==> src/rtl/busca_instrucao_pkg.sv <==
// Shared encodings for the fetch stage and the control unit:
// FSM states, FonteCP codes and the PC write enable rule.
package busca_instrucao_pkg;

   typedef enum logic [1:0] {
      REINICIO = 2'b00,
      BUSCA    = 2'b01,
      PRONTO   = 2'b10
   } estado_t;

   localparam logic [1:0] FCP_SEQ = 2'b00;
   localparam logic [1:0] FCP_ULA = 2'b01;
   localparam logic [1:0] FCP_JMP = 2'b10;

   // Unconditional write, or conditional write taken on zero
   function automatic logic escreve_pc(
      input logic esc,
      input logic cond,
      input logic zero
   );
      return esc & (~cond | zero);
   endfunction

endpackage

==> src/rtl/busca_instrucao_calc_prox_pc.sv <==
// Next-PC selection: sequential, ALU target or in-page jump.
// The reserved code keeps the PC so the same word is re-fetched.
module busca_instrucao_calc_prox_pc
   import busca_instrucao_pkg::*;
#(
   parameter int ADDR_W = 16
) (
   input  logic [ADDR_W-1:0] pc,
   input  logic [ADDR_W-1:0] ula_res,
   input  logic [11:0]       imm12,
   input  logic [1:0]        fonte_cp,
   output logic [ADDR_W-1:0] next_pc
);

   localparam logic [ADDR_W-1:0] UM = 1;

   // PC source mux; increment wraps naturally at ADDR_W bits
   always_comb begin
      next_pc = pc;
      unique case (fonte_cp)
         FCP_SEQ: next_pc = pc + UM;
         FCP_ULA: next_pc = ula_res;
         FCP_JMP: next_pc = {pc[ADDR_W-1:12], imm12};
         default: next_pc = pc;
      endcase
   end

endmodule

==> src/rtl/busca_instrucao.sv <==
// Instruction fetch stage: owns PC and IR, fetches over req/ready
// and exposes the decoded IR fields to the control unit.
module busca_instrucao
   import busca_instrucao_pkg::*;
#(
   parameter int                DATA_W   = 16,
   parameter int                ADDR_W   = 16,
   parameter logic [ADDR_W-1:0] RESET_PC = '0
) (
   input  logic              clk,
   input  logic              rst,
   input  logic              EscCP,
   input  logic              EscCondCP,
   input  logic [1:0]        FonteCP,
   input  logic              zero,
   input  logic [ADDR_W-1:0] ula_res,
   output logic              mem_req,
   output logic [ADDR_W-1:0] mem_addr,
   input  logic              mem_ready,
   input  logic [DATA_W-1:0] mem_data,
   output logic [ADDR_W-1:0] pc,
   output logic              instr_valid,
   output logic [3:0]        opcode,
   output logic [3:0]        rd,
   output logic [3:0]        rs,
   output logic [3:0]        rt,
   output logic [7:0]        imm8,
   output logic [11:0]       imm12
);

   estado_t           estado;
   logic [DATA_W-1:0] ir;
   logic [ADDR_W-1:0] next_pc;
   logic              pc_write;

   assign pc_write = escreve_pc(EscCP, EscCondCP, zero);

   assign mem_addr = pc;
   assign opcode   = ir[15:12];
   assign rd       = ir[11:8];
   assign rs       = ir[7:4];
   assign rt       = ir[3:0];
   assign imm8     = ir[7:0];
   assign imm12    = ir[11:0];

   busca_instrucao_calc_prox_pc #(
      .ADDR_W (ADDR_W)
   ) u_calc_prox_pc (
      .pc       (pc),
      .ula_res  (ula_res),
      .imm12    (imm12),
      .fonte_cp (FonteCP),
      .next_pc  (next_pc)
   );

   // Fetch FSM; mem_req is registered and tracks the BUSCA state
   always_ff @(posedge clk) begin
      if (rst) begin
         estado      <= REINICIO;
         pc          <= RESET_PC;
         ir          <= '0;
         instr_valid <= 1'b0;
         mem_req     <= 1'b0;
      end else begin
         unique case (estado)
            REINICIO: begin
               estado  <= BUSCA;
               mem_req <= 1'b1;
            end
            BUSCA: begin
               if (mem_ready) begin
                  ir          <= mem_data;
                  instr_valid <= 1'b1;
                  mem_req     <= 1'b0;
                  estado      <= PRONTO;
               end
            end
            PRONTO: begin
               if (pc_write) begin
                  pc          <= next_pc;
                  instr_valid <= 1'b0;
                  mem_req     <= 1'b1;
                  estado      <= BUSCA;
               end
            end
            default: begin
               estado      <= REINICIO;
               instr_valid <= 1'b0;
               mem_req     <= 1'b0;
            end
         endcase
      end
   end

endmodule

==> config.mk <==
export PLATFORM = sky130hd
export DESIGN_NAME = busca_instrucao
export DESIGN_NICKNAME = d
export VERILOG_FILES = /design/src/rtl/busca_instrucao_pkg.sv /design/src/rtl/busca_instrucao_calc_prox_pc.sv /design/src/rtl/busca_instrucao.sv
export SDC_FILE = /design/constraint.sdc
export NUM_CORES = 1
export LEC_CHECK = 0
export CAP_MARGIN = 25
export CORE_ASPECT_RATIO = 0.75
export CORE_MARGIN = 2
export CORE_UTILIZATION = 40
export CTS_CLUSTER_SIZE = 25
export DETAILED_ROUTE_END_ITERATION = 16
export PLACE_DENSITY = 0.78
export SLEW_MARGIN = 30
export SYNTH_ARGS = -nofsm -noshare
export SYNTH_HDL_FRONTEND = slang
export SYNTH_SLANG_ARGS = --single-unit
==> constraint.sdc <==
create_clock -name clk -period 6 [get_ports clk]
set_clock_uncertainty 0.2 [all_clocks]
set_input_delay 1.2 -clock clk [delete_from_list [all_inputs] [get_ports clk]]
set_output_delay 1.2 -clock clk [all_outputs]
set_load 0.1 [all_outputs]
Yosys cells after proc, flatten, opt, wreduce, memory -nomap -nowiden
Cells that the tools add are included.

word-level totals
  register bits = 36
  input port bits = 40
  output and inout bits = 70
  word-level logic and storage cells = 37

cells by class
  $add $sub $neg = 1
  equality and inequality tests = 6
  mux-type cells = 10
  bitwise operators = 5
  reductions and logical operators = 9

operators with widths
  kind                                                                    count
  16-bit one-hot mux with 3 select lines                                  1
  16-bit by 1-bit adder with 16-bit output (second input constant)        1
  1-bit one-hot mux with 3 select lines                                   2
  2-bit one-hot mux with 3 select lines                                   1
  3-bit AND reduction                                                     2
  2-bit by 1-bit equality test with 1-bit output (second input constant)  2
  2-bit equality test (second input constant)                             2
  2-bit logical NOT                                                       2
  1-bit two-way mux                                                       4
  2-bit two-way mux                                                       2
  2-bit inequality test (second input constant)                           2
  2-bit AND reduction                                                     2
  4-bit AND reduction                                                     1
  1-bit NOT                                                               3
  3-bit nonzero test                                                      1
  2-bit nonzero test                                                      1
  1-bit AND                                                               1
  1-bit bitwise OR                                                        1

Logic depth before layout (Yosys ltp)
  depth after elaboration = 5
  mapped depth = 8
  depth with buffers taken out = 6

Cells and area by module
Synthesis repeated with hierarchy kept, for this count alone.

second synthesis, totals
  cells, all modules = 278
  area, all modules = 2471.1 sq um

modules (own cells, without submodules)
  module                        times used  cells an instance  area each (sq um)  seq. area each (sq um)
  busca_instrucao               1           194                1726.7             700.7
  busca_instrucao_calc_prox_pc  1           84                 744.5              0.0

Worst setup path after synthesis
No wires, ideal clock.

  path type = register -> output
  start point = register pc[7], in the netlist mem_addr[7]
  end point = output pc[7]
  arrival = 1.475 ns
  data required time = 4.600 ns
  slack = 3.125 ns
  stages on the path, launching flop included = 2
  path buffers = 1
  path through = dfxtp_1 buf_4

RTL lines
  what                    RTL line               text
  start, declared         busca_instrucao.sv:21  output logic [ADDR_W-1:0] pc,
  start signal, assigned  busca_instrucao.sv:80  pc <= next_pc;

No word-level cell between the ends.

Final worst setup path
  start point = register pc[7], in the netlist mem_addr[7]
  end point = output mem_addr[7]

RTL lines
  what           RTL line               text
  end, declared  busca_instrucao.sv:18  output logic [ADDR_W-1:0] mem_addr,

No word-level cell between the ends.

==> results.md <==
- Outcome: finished, final reports clean
- Register area share after synthesis: about a third
- CTS buffer count: 5
- Hold Crit Class: reg2reg
- Critical Path AT: 1.99 ns
- Worst path top cell family by delay: buffers and inverters
- Final WL: 6250 um
- Main combinational cell family by area after synthesis: compound AO/OA/AOI/OAI gates
- Buffers added on ports: between 100 and 150
- Iter 0 DRT Violations: 120
- Die Area: 6200 sq um
- Number of synthesized flops with an enable pin: 0
- Post-Layout Cell Count: 418
- Unique cell type count in the Yosys netlist: 47
- Initial antenna violation count: 0
- Rel. slew slack: 34.5%
- First-pass GRT wire length: 9810 um
- Worst Path Buf+Inv: 1
- Pin count of the biggest net entering global routing: 40
- CP max stage cell: clkdlybuf4s50_1
- Initial Util: 41.7%
- Top post-synthesis cells by area: dfxtp_1, buf_4, nand2_1, a21oi_1, a22o_1
- RSZ-0062 raised after global routing: false
- Fin. Hold Viols: 0
- DRC viols: 0
- Cell Area, Placed: 3070 sq um
- Cell Area, Synth: roughly 2200 sq um
- Worst-path maximum fanout: 10
- DR vias: 2249
- Pre-CTS WS: 2.04 ns
- Synthesized flop and latch total: 35
- Synth Area in Compound Gates: 24.0%
- Post-CTS Hold Fix Bufs: 0
- Final slew viol count: 0
- CTS Root Cell: clkbuf_8
- Fraction of the mapped netlist area in simple logic gates: 24.0%
- Final min period: roughly 3.4 ns
- Setup violators final: 0
- Rows: 23
- Area Growth Syn to Fin: 40.9%
- Vias per std cell: roughly 5.4
- Clk_lat worst skew: 0.29 ns
- Syn nets: 328
- Final HPWL DP: 4510 um
- Fin crit share: 56.5%
- Die height: 68.7 um
- NumNets Final: 389
- Clock transition at path regs: 0.07 ns
- CP Class: reg2out
- Fmax: 0.295 GHz
- Most common cell in the netlist: nand2_1
- Core area: 5350 sq um
- Longest Clk Path Bufs: 2
- Sink Count: 35
- Setup Total Neg Slack: 0 ns
- Avg Cell Area, Syn: 7.89 sq um
- Adder-cell share of the synthesized area: 2.80%
- Pwr dens: 195 nW/um^2
- Worst-margin pin slew: 0.980 ns
- Post-synth ARST share: 0%
- Wire per inst: ~15 um
- Gpl congestion: about 0.8
- Setup repair bufs after CTS: 0
- Io pins: 110
- Req. time, crit path: 4.60 ns
- # diodes: 0
- Peak supply drop: 0.121 mV
- Critical Path End Type: output port
- Vias in the first global route: 2092
- XOR/XNOR Fraction of Synth Area: 0%
- H-tree Lvls: 2
- Final ANT Viol Nets: 0
- Top_reg_cell synth: dfxtp_1
- Cells after DPL: 412
- Global route total overflow: 0
- Yosys top cell by area: dfxtp_1
- Post-Syn Instances: about 280
- Post-synthesis mux area share: 0.897%
- Crit path cell chain: clkdlybuf4s50_1
- Area fraction of the dominant cell type after synthesis: roughly a third
- Drt pass-1 iters: 4
- Max Cap Viol: 0
- Max incr delay on CP: 1.20 ns
- GRT Total Usage: 19.7%
- DIE WIDTH: 90.3 um
- Synth Warn #: 0
- Layout cell share with drive strength beyond 1: 4.96%
- Design area: 3140 sq um
- Most common library cells after synthesis: nand2_1, buf_4, dfxtp_1
- CTS tree: yes
- Leak: 1.13 nW
- Element type at the critical path start: register
- Final WS setup: 2.61 ns
- Post-cts sizing count: 0
## worst paths after layout
path                                      to   startpoint  slack (ns)  cells after the start
worst min-delay path                  ir[12]       ir[12]        0.26                      2
worst min register to register        ir[12]       ir[12]        0.26                      2
worst max register to register  mem_addr[14]  mem_addr[0]        3.91                      5
worst max-delay path             mem_addr[7]  mem_addr[7]        2.61                      1
## placed cells by master (no fill, tap or decap), types with 2 or more instances in the layout
master,n
clkdlybuf4s50_1,109
nand2_1,47
dfxtp_1,35
a21oi_1,25
o21ai_0,11
nor2_1,10
nand3_1,10
a22o_1,9
and3_1,6
a32o_1,6
inv_1,5
a22oi_1,5
clkbuf_8,5
nand2b_1,4
a31oi_1,4
nor3b_1,4
ha_1,4
and4_1,3
o221a_2,2
nor2_2,2
o211ai_1,2
or2_2,2
o31ai_1,2
nand4_1,2
o31a_1,2
o311ai_1,2
or4_1,2
nor2b_1,2
mux2i_1,2
## power by group
part	internal (mW)	switching (mW)	total, mW	leakage, nW
sequential	0.240	0.00832	0.248	0.284
clock	0.0775	0.0850	0.162	0.0371
combinational	0.0611	0.142	0.203	0.812
## metal layers
layer  global-route usage [%]  vias to the layer above  part of all wire, %
met5                        0                        -                    0
met4                     5.58                        0                  1.4
met3                     5.87                       12                  8.1
met2                     33.2                      103                   43
met1                     25.0                     1036                   47
li1                         -                     1098                    -
## area by class of cell
cell class / count / area, sq um
fill: 492 / 2210
multi-input combinational: 187 / 1160
timing repair buffer: 110 / 1100
sequential: 35 / 701
tap: 75 / 93.8
clock buffer: 6 / 72.6
inverter: 5 / 18.8
## metrics by stage
step                      utilization, %  hold slack, ns  total power [mW]
after floorplan                        -           0.346             0.403
after global placement              57.3           0.243             0.453
after detailed placement            57.3           0.250             0.455
after CTS                           58.7           0.258             0.613
after global routing                58.7           0.299             0.633
final                               58.7           0.259             0.613
## flip-flops by register name (all words and copies together), names as in the netlist
signal       cells
ir              16
mem_addr        16
estado           2
instr_valid      1
## worst min-delay path: stages (launching register included)
cell	delay (ns)
dfxtp_1	0.31
nand2_1	0.05
a21oi_1	0.05
## logic make-up (layout without fill, tap and decap cells)
kind of cell	count (synthesis)	in the layout
flops	35	35
compound gates	78	78
buf+inv	61	121
simple gates	102	102
mux	2	2
fa+ha+maj	5	5
No activity file was read; power rests on OpenSTA's default activity.
